`config.mk`:
```
export PLATFORM = sky130hd
export DESIGN_NAME = led_display_sched
export DESIGN_NICKNAME = d
export VERILOG_FILES = /design/src/rtl/led_display_sched.sv
export SDC_FILE = /design/constraint.sdc
export NUM_CORES = 1
export LEC_CHECK = 0
export ABC_AREA = 1
export BUFFER_PORTS_ARGS = -buffer_cell sky130_fd_sc_hd__buf_2
export CAP_MARGIN = 20
export CORE_ASPECT_RATIO = 0.5
export CORE_UTILIZATION = 51
export DETAILED_ROUTE_END_ITERATION = 16
export GPL_ROUTABILITY_DRIVEN = 1
export HOLD_SLACK_MARGIN = 0.1
export PLACE_DENSITY = 0.77
export SLEW_MARGIN = 20
export SYNTH_ARGS = -nofsm -noshare
export SYNTH_HDL_FRONTEND = slang
export SYNTH_SLANG_ARGS = --single-unit
```
`constraint.sdc`:
```
create_clock -name clk -period 2 [get_ports clk]
set_input_delay 0.5 -clock clk [delete_from_list [all_inputs] [get_ports clk]]
set_output_delay 0.5 -clock clk [all_outputs]
set_load 0.02 [all_outputs]
```
`src/rtl/led_display_sched.sv`:
```
// Display-mode scheduler for the four-digit LED board: an event FSM picks the mux
// select, and a scan engine strobes one active-low anode at a time with its segment byte.
module led_display_sched #(
  parameter int SCAN_DIV = 50000,
  parameter int HOLD_CYC = 100000000
) (
  input  logic       clk,
  input  logic       rst,
  input  logic       din_valid,
  input  logic       ms_valid,
  input  logic       alu_done,
  input  logic       mode_btn,
  input  logic [7:0] LED0,
  input  logic [7:0] LED1,
  input  logic [7:0] LED2,
  input  logic [7:0] LED3,
  output logic [1:0] sel,
  output logic [3:0] an,
  output logic [7:0] seg
);

  localparam int SCAN_W = (SCAN_DIV > 2) ? $clog2(SCAN_DIV) : 1;
  localparam int HOLD_W = (HOLD_CYC > 2) ? $clog2(HOLD_CYC) : 1;
  localparam logic [SCAN_W-1:0] SCAN_LAST = SCAN_W'(SCAN_DIV - 1);
  localparam logic [HOLD_W-1:0] HOLD_LAST = HOLD_W'(HOLD_CYC - 1);

  // State codes double as the mux select, so sel is simply the state register.
  localparam logic [1:0] ST_IDLE = 2'b11;
  localparam logic [1:0] ST_DIN  = 2'b00;
  localparam logic [1:0] ST_MS   = 2'b01;
  localparam logic [1:0] ST_RES  = 2'b10;

  logic [1:0]        state_reg, state_next;
  logic [SCAN_W-1:0] scan_cnt_reg, scan_cnt_next;
  logic [1:0]        idx_reg, idx_next;
  logic [HOLD_W-1:0] hold_reg, hold_next;
  logic [3:0]        an_reg, an_next;
  logic [7:0]        seg_reg, seg_next;
  logic [7:0]        led_arr [4];
  logic              ms_timeout;
  logic              state_change;

  assign led_arr[0] = LED0;
  assign led_arr[1] = LED1;
  assign led_arr[2] = LED2;
  assign led_arr[3] = LED3;

  assign ms_timeout   = (state_reg == ST_MS) && (hold_reg == HOLD_LAST);
  assign state_change = (state_next != state_reg);

  // Fixed priority: only the highest asserted event acts; timeout loses to any event.
  always_comb begin
    state_next = state_reg;
    if (alu_done) begin
      state_next = ST_RES;
    end else if (ms_valid) begin
      state_next = ST_MS;
    end else if (din_valid) begin
      state_next = ST_DIN;
    end else if (mode_btn) begin
      case (state_reg)
        ST_IDLE: state_next = ST_DIN;
        ST_DIN:  state_next = ST_MS;
        ST_MS:   state_next = ST_RES;
        default: state_next = ST_DIN;
      endcase
    end else if (ms_timeout) begin
      state_next = ST_DIN;
    end
  end

  // ms_valid while already in SHOW_MS restarts the hold window.
  always_comb begin
    hold_next = hold_reg;
    if ((state_next == ST_MS) && ((state_reg != ST_MS) || ms_valid)) begin
      hold_next = '0;
    end else if ((state_next == ST_MS) && (state_reg == ST_MS)) begin
      hold_next = hold_reg + HOLD_W'(1);
    end
  end

  // A real mode change restarts the scan at digit 0; a re-entry event leaves it running.
  always_comb begin
    scan_cnt_next = scan_cnt_reg;
    idx_next      = idx_reg;
    if (state_change) begin
      scan_cnt_next = '0;
      idx_next      = 2'd0;
    end else if (state_reg != ST_IDLE) begin
      if (scan_cnt_reg == SCAN_LAST) begin
        scan_cnt_next = '0;
        idx_next      = idx_reg + 2'd1;
      end else begin
        scan_cnt_next = scan_cnt_reg + SCAN_W'(1);
      end
    end
  end

  genvar gi;
  generate
    for (gi = 0; gi < 4; gi++) begin : g_anode
      assign an_next[gi] = !((state_next != ST_IDLE) && (idx_next == 2'(gi)));
    end
  endgenerate

  assign seg_next = led_arr[idx_reg];

  always_ff @(posedge clk) begin
    if (rst) begin
      state_reg    <= ST_IDLE;
      scan_cnt_reg <= '0;
      idx_reg      <= 2'd0;
      hold_reg     <= '0;
      an_reg       <= 4'b1111;
      seg_reg      <= 8'h00;
    end else begin
      state_reg    <= state_next;
      scan_cnt_reg <= scan_cnt_next;
      idx_reg      <= idx_next;
      hold_reg     <= hold_next;
      an_reg       <= an_next;
      seg_reg      <= seg_next;
    end
  end

  assign sel = state_reg;
  assign an  = an_reg;
  assign seg = seg_reg;

endmodule

```
==> summary.md, run 1 <==
| Metric | Value |
|---|---|
| H-tree Lvls | 3 |
| Fin. Hold Viols | 0 |
| Internal power | 0.00213 W |
| Clock skew | 2.86 ps |
| Status | finished, final reports clean |
| Startpoint types | register |
| Worst slew pin tran | 554 ps |
| Final std cells w/o fill | 653 |
| Die W | 117 µm |
| Global-route wire length before repair | 13,400 µm |
| Fraction of layout cells with a size suffix above 1 | 0.285 |
| Commonest non-fill, non-tap cell in the layout | nand2_1 |
| Post-Syn Nets | 521 |
| Initial Util | 0.544 |
| I/O pin count | 52 |
| Number of remaining DRC errors | 0 |
| Synthesized area | 3390 µm² |
| WL/cell | 12.9 µm |
| CTS tree | built |
| Initial DRT Pass Iterations | 5 |
| Die area | 7000 µm² |
| Inserted Clock Buffers | 9 |
| DR iter-0 viols | 224 |
| CP Data Required Time | 2260 ps |
| Final core utilization | 0.685 |
| Avg Cell Area, Syn | 7.05 µm² |
| Setup CP Type | register to register |
| FMAX | 522 MHz |
| Fill count | 505 |
| Die Y | 59.7 µm |
| Async S/R FF share, synth | 0 |
| MaxCap Viol Count | 0 |
| PwrDens | 661 nW/µm² |
| Flops & latches, synth | 59 |
| Top_reg_cell synth | dfxtp_1 |
| TritonCTS Sinks | 59 |
| Combinational fraction of design power | 0.081 |
| Routed Antenna Nets | 0 |
| Area Overhead vs Synth | 25.8% |
| Total track usage | 0.242 |
| Switching part of the total | 0.245 |
| Core area | 6230 µm² |
| Placement Rows | 20 |
| Flop pwr share | 0.424 |
| Sequential share of the synthesized area | 0.348 |
| Initial antenna violation count | 0 |
| Max reg flops | 27 |
| GRT overflow | 0 |
| Routed wire length | 8400 µm |
| Max rail drop VDD | 533 µV |
| Max stage delay cell, worst path | dfxtp_2 |
| Number of global-route vias before repair | 3,065 |
| Ant. Diodes | 0 |
| Psw | 0.000692 W |
| Critical-path cell list | ha_4 > inv_2 > nor2_4 > nand2_4 > nor2_1 > nand2_1 > nand2_1 > nand2_1 > nand2_2 > nand2_4 > nand2_4 > nor2_4 > o21ai_4 > nand2_4 > a21oi_1 |
| Clock latency on the worst-skew pair | 330 ps |
| Most used cell, CP | nand2_4 |
| Gate Count Post-Synth | 481 |
| Lkg Pwr | 1.62 nW |
| Final setup fails | 0 |
| Fin. max-slew vios | 0 |
| Crit path capture type | register |
| Synth warn | 0 |
| HP Class | primary input to register |
| HPWL Detailed | 5620 µm |
| Clock Root Buffer | clkbuf_16 |
| Worst slew margin | 0.630 |
| Pin count of the biggest net entering global routing | 28 |
| # hold bufs at CTS | 0 |
| # nets final | 601 |
| Count of unique library cells instantiated by Yosys | 30 |
| Placer Congestion | 0.937 |
| Arrival time worst endpoint | 2180 ps |
| CP peak stage delay | 370 ps |
| Post-synth EDFFs | 0 |
| Tcrit/Tclk final | 0.958 |
| Total placed cells including tap cells | 632 |
| Max clock buf depth | 2 |
| Crit-path max FO | 7 |
| I/O Buffers | 51 |
| DR vias | 3,338 |
| Most frequent cells in the layout | nand2_1 (118), nor2_1 (75), dfxtp_1 (54) |
| Via density | 5.11 |
| Fin crit period | 1920 ps |
| Reg clk slew, reported paths | 50 ps |
| Part of the power in the clock network | 0.495 |
## power groups by stage
stage / logic [W] / clock network (W) / registers [W]
2_1_floorplan: 0.000111 / 0 / 0.00124
3_3_place_gp: 0.000201 / 0 / 0.00122
3_5_place_dp: 0.000202 / 0 / 0.00122
4_1_cts: 0.000203 / 0.00141 / 0.00120
5_1_grt: 0.000248 / 0.00147 / 0.00120
6_report: 0.000229 / 0.00139 / 0.00120
## Yosys cell counts, types with 2 or more instances
master	n	area [µm²]
nand4_1	9	56.3
ha_1	2	25.0
dfxtp_1	59	1180
nand3_1	17	85.1
a21oi_1	17	85.1
o21ai_0	21	105
a21oi_2	20	175
nor2_2	10	62.6
clkbuf_1	4	15.0
nand2_4	5	56.3
nor2_1	77	289
buf_6	4	45.0
xor2_1	28	245
nand2_1	119	447
nor3_1	17	85.1
nand2_2	4	25.0
xnor2_1	11	96.3
nor2_4	4	45.0
nor4_1	4	25.0
buf_2	2	10.0
inv_1	34	128
inv_2	5	18.8
## critical path: cells and delay by family, from the launching register on
| family | cells | cell delay (ps) |
|---|---|---|
| buffers and inverters | 1 | 50 |
| adder cells (fa/ha/maj) | 1 | 150 |
| flip-flops | 1 | 370 |
| AND/OR/NAND/NOR | 11 | 950 |
| AO/OA/AOI/OAI | 2 | 320 |
## per-layer routing
layer	up-vias	share of wire	global-route usage
met5	-	0	0
met4	0	0.014	0.0631
met3	21	0.075	0.0725
met2	134	0.47	0.450
met1	1482	0.44	0.280
li1	1701	-	-
## cell families after synthesis
group	share of synthesized area
flip-flops	0.348
XOR/XNOR	0.101
adder cells (fa/ha/maj)	0.00738
buffers and inverters	0.0649
AO/OA/AOI/OAI	0.114
AND/OR/NAND/NOR	0.365
## what timing repair did
action | in CTS | in global routing
gates resized for setup | 0 | 19
endpoints found under the setup margin | 0 | 46
setup buffers | 0 | 3
## cell type report
type | count | area (µm²) | share of cell area
Clock buffer | 10 | 239 | 0.0560
Clock inverter | 5 | 30.0 | 0.00704
Inverter | 39 | 146 | 0.0343
Multi-Input combinational cell | 375 | 2090 | 0.490
Sequential cell | 59 | 1190 | 0.278
Tap cell | 88 | 110 | 0.0258
Timing Repair Buffer | 77 | 463 | 0.109
## path summary, 6_finish.rpt
check / slack (ps) / depth (start not counted) / startpoint / to
max: 80 / 15 / hold_reg[1]$_SDFFE_PP0P_ / hold_reg[3]$_SDFFE_PP0P_
min: 420 / 3 / alu_done / sel[1]$_SDFF_PP1_
max reg2reg: 80 / 15 / hold_reg[1]$_SDFFE_PP0P_ / hold_reg[3]$_SDFFE_PP0P_
min reg2reg: 490 / 2 / scan_cnt_reg[1]$_SDFFE_PP0N_ / scan_cnt_reg[1]$_SDFFE_PP0N_
## stage by stage
step	setup slack [ps]	area [µm²]	total power, W	hold WS (ps)	TNS (ps)
after global placement	79.8	3870	0.00142	471	0
after global routing	-71.4	4270	0.00291	422	-1260
after detailed placement	51.8	3870	0.00142	485	0
after floorplan	110	3390	0.00135	458	0
after CTS	33.7	4140	0.00281	401	0
final	84.8	4270	0.00282	417	0
(Power assumes the default switching activity.)
==> inputs of run 2 (changes only) <==
--- a/config.mk
+++ b/config.mk
@@ -13,7 +13,7 @@
 export DETAILED_ROUTE_END_ITERATION = 16
 export GPL_ROUTABILITY_DRIVEN = 1
 export HOLD_SLACK_MARGIN = 0.1
-export PLACE_DENSITY = 0.77
+export PLACE_DENSITY_LB_ADDON = 0.25
 export SLEW_MARGIN = 20
 export SYNTH_ARGS = -nofsm -noshare
 export SYNTH_HDL_FRONTEND = slang
==> run 2 against run 1 <==
Clock power up 4%; first-iteration DRC count rose by 12%; routed wire length is 1.3% lower; total power increased by 1.7%; non-clock buffer count is 5 higher; sequential share of layout area decreased by 0.27 points; global-route usage fell by 0.16 points; via count is 0.45% lower; sequential power about the same; largest power group unchanged.
==> summary.md, run 2 (synthesis gave the netlist of run 1 again) <==
| Metric | Value |
|---|---|
| Status | finished, final reports clean |
| Setup TNS after final layout | 0 ps |
| Reg clk slew, reported paths | 50 ps |
| Worst slew margin | 0.605 |
| Commonest non-fill, non-tap cell in the layout | nand2_1 |
| CP bufs+invs | 1 |
| I/O pin count | 52 |
| TritonCTS Sinks | 59 |
| Most frequent cells in the layout | nand2_1 (119), nor2_1 (75), dfxtp_1 (57) |
| Lkg Pwr | 1.66 nW |
| Placer Congestion | 0.948 |
| # nets final | 606 |
| Max reg flops | 27 |
| Reg2reg end | hold_reg[0]$_SDFFE_PP0P_ |
| Crit path to | hold_reg[0]$_SDFFE_PP0P_ |
| Setup CP Type | register to register |
| HPWL Detailed | 5730 µm |
| Fin area | 4290 µm² |
| R2R depth | 15 |
| Arrival time worst endpoint | 2160 ps |
| Final setup fails | 0 |
| Worst slew pin tran | 592 ps |
| Tcrit/Tclk final | 0.951 |
| Max stage delay cell, worst path | dfxtp_2 |
| Setup crit start | hold_reg[1]$_SDFFE_PP0P_ |
| I/O Buffers | 51 |
| CP peak stage delay | 330 ps |
| Fraction of layout cells with a size suffix above 1 | 0.279 |
| Clock skew | 5.94 ps |
| Crit path capture type | register |
| Fin crit period | 1900 ps |
| Pre-CTS WS | 38.2 ps |
| Placement Rows | 20 |
| Pin count of the biggest net entering global routing | 28 |
| Hold Slack | 412 ps |
| Die area | 7000 µm² |
| MaxCap Viol Count | 0 |
| Global-route wire length before repair | 13,100 µm |
| Number of remaining DRC errors | 0 |
| Startpoint types | register |
| DR vias | 3,323 |
| Fin. Hold Viols | 0 |
| FMAX | 526 MHz |
| Most used cell, CP | nand2_4 |
| Routed wire length | 8290 µm |
| DR iter-0 viols | 251 |
| R2r setup slk | 100 ps |
| WL/cell | 12.6 µm |
| CTS tree | built |
| Crit-path leading delay family | simple AND/OR/NAND/NOR gates |
| Initial antenna violation count | 0 |
| Critical-path cell list | ha_2 > inv_2 > nor2_4 > nand2_4 > nor2_1 > nand2_1 > nand2_1 > nand2_1 > nand2_2 > nand2_4 > nand2_4 > nor2_4 > o21ai_4 > nand2_4 > a21oi_1 |
| Fill count | 501 |
| R2R Path Start | hold_reg[1]$_SDFFE_PP0P_ |
| Max clock buf depth | 2 |
| Placed Area | 3910 µm² |
| Final std cells w/o fill | 658 |
| Initial DRT Pass Iterations | 5 |
| Stages on the worst setup path | 15 |
| Routed Antenna Nets | 0 |
| Die W | 117 µm |
| HP Class | primary input to register |
| Setup WS post-layout | 98.9 ps |
| CP Data Required Time | 2260 ps |
| Clock latency on the worst-skew pair | 330 ps |
| RSZ-0062 raised after global routing | yes |
| Number of global-route vias before repair | 2,910 |
| Total track usage | 0.241 |
| Area Overhead vs Synth | 26.6% |
| Via density | 5.05 |
| Ant. Diodes | 0 |
| Initial Util | 0.544 |
| Die Y | 59.7 µm |
| Max rail drop VDD | 478 µV |
| PwrDens | 668 nW/µm² |
| Inserted Clock Buffers | 9 |
| GRT overflow | 0 |
| H-tree Lvls | 3 |
| Core area | 6230 µm² |
| Total placed cells including tap cells | 638 |
| Clock Root Buffer | clkbuf_16 |
| Fin. max-slew vios | 0 |
| Crit-path max FO | 7 |
[run 2: tightest hold or removal path, stage by stage]
cell and delay, ps:
buf_2 100, nor2_2 70, nand2_1 50
[run 2: cell type report]
type | count | area (µm²) | share of cell area
inverters | 39 | 146 | 0.0341
repair buffers | 82 | 500 | 0.117
well taps | 88 | 110 | 0.0256
clock inverters | 2 | 10.0 | 0.00233
clock buffers | 13 | 270 | 0.0629
multi-input cells | 375 | 2070 | 0.483
flip-flops and latches | 59 | 1180 | 0.276
[run 2: layer usage]
layer | wire (µm) | GRT usage | up-vias
li1 | - | - | 1712
met1 | 3800 | 0.290 | 1478
met2 | 3740 | 0.403 | 107
met3 | 527 | 0.0677 | 26
met4 | 231 | 0.126 | 0
met5 | 0 | 0 | -
[run 2: what timing repair did]
action                     4_1_cts  5_1_grt
hold buffers                     0        0
setup buffers                    0        2
setup endpoints to repair        0       46
resized for setup                0       12
[run 2: how the worst min path moves through the flow]
stage / start / to / depth (start not counted)
after floorplan: scan_cnt_reg[1]$_SDFFE_PP0N_ / scan_cnt_reg[1]$_SDFFE_PP0N_ / 2
after global placement: hold_reg[1]$_SDFFE_PP0P_ / hold_reg[1]$_SDFFE_PP0P_ / 2
after detailed placement: scan_cnt_reg[1]$_SDFFE_PP0N_ / scan_cnt_reg[1]$_SDFFE_PP0N_ / 2
after CTS: alu_done / sel[1]$_SDFF_PP1_ / 3
after global routing: alu_done / sel[1]$_SDFF_PP1_ / 3
final: alu_done / sel[1]$_SDFF_PP1_ / 3
[run 2: through the flow]
| step | power (W) | utilization |
|---|---|---|
| 2_1_floorplan | 0.00135 | - |
| 6_report | 0.00287 | 0.689 |
| 3_5_place_dp | 0.00142 | 0.628 |
| 3_3_place_gp | 0.00142 | 0.628 |
| 5_1_grt | 0.00296 | 0.689 |
| 4_1_cts | 0.00286 | 0.673 |
[run 2: power by group]
part / internal [W] / leakage [nW] / switching, W
clock network: 0.000926 / 0.141 / 0.000515
logic: 0.0000814 / 1.04 / 0.000146
registers: 0.00119 / 0.480 / 0.00000614
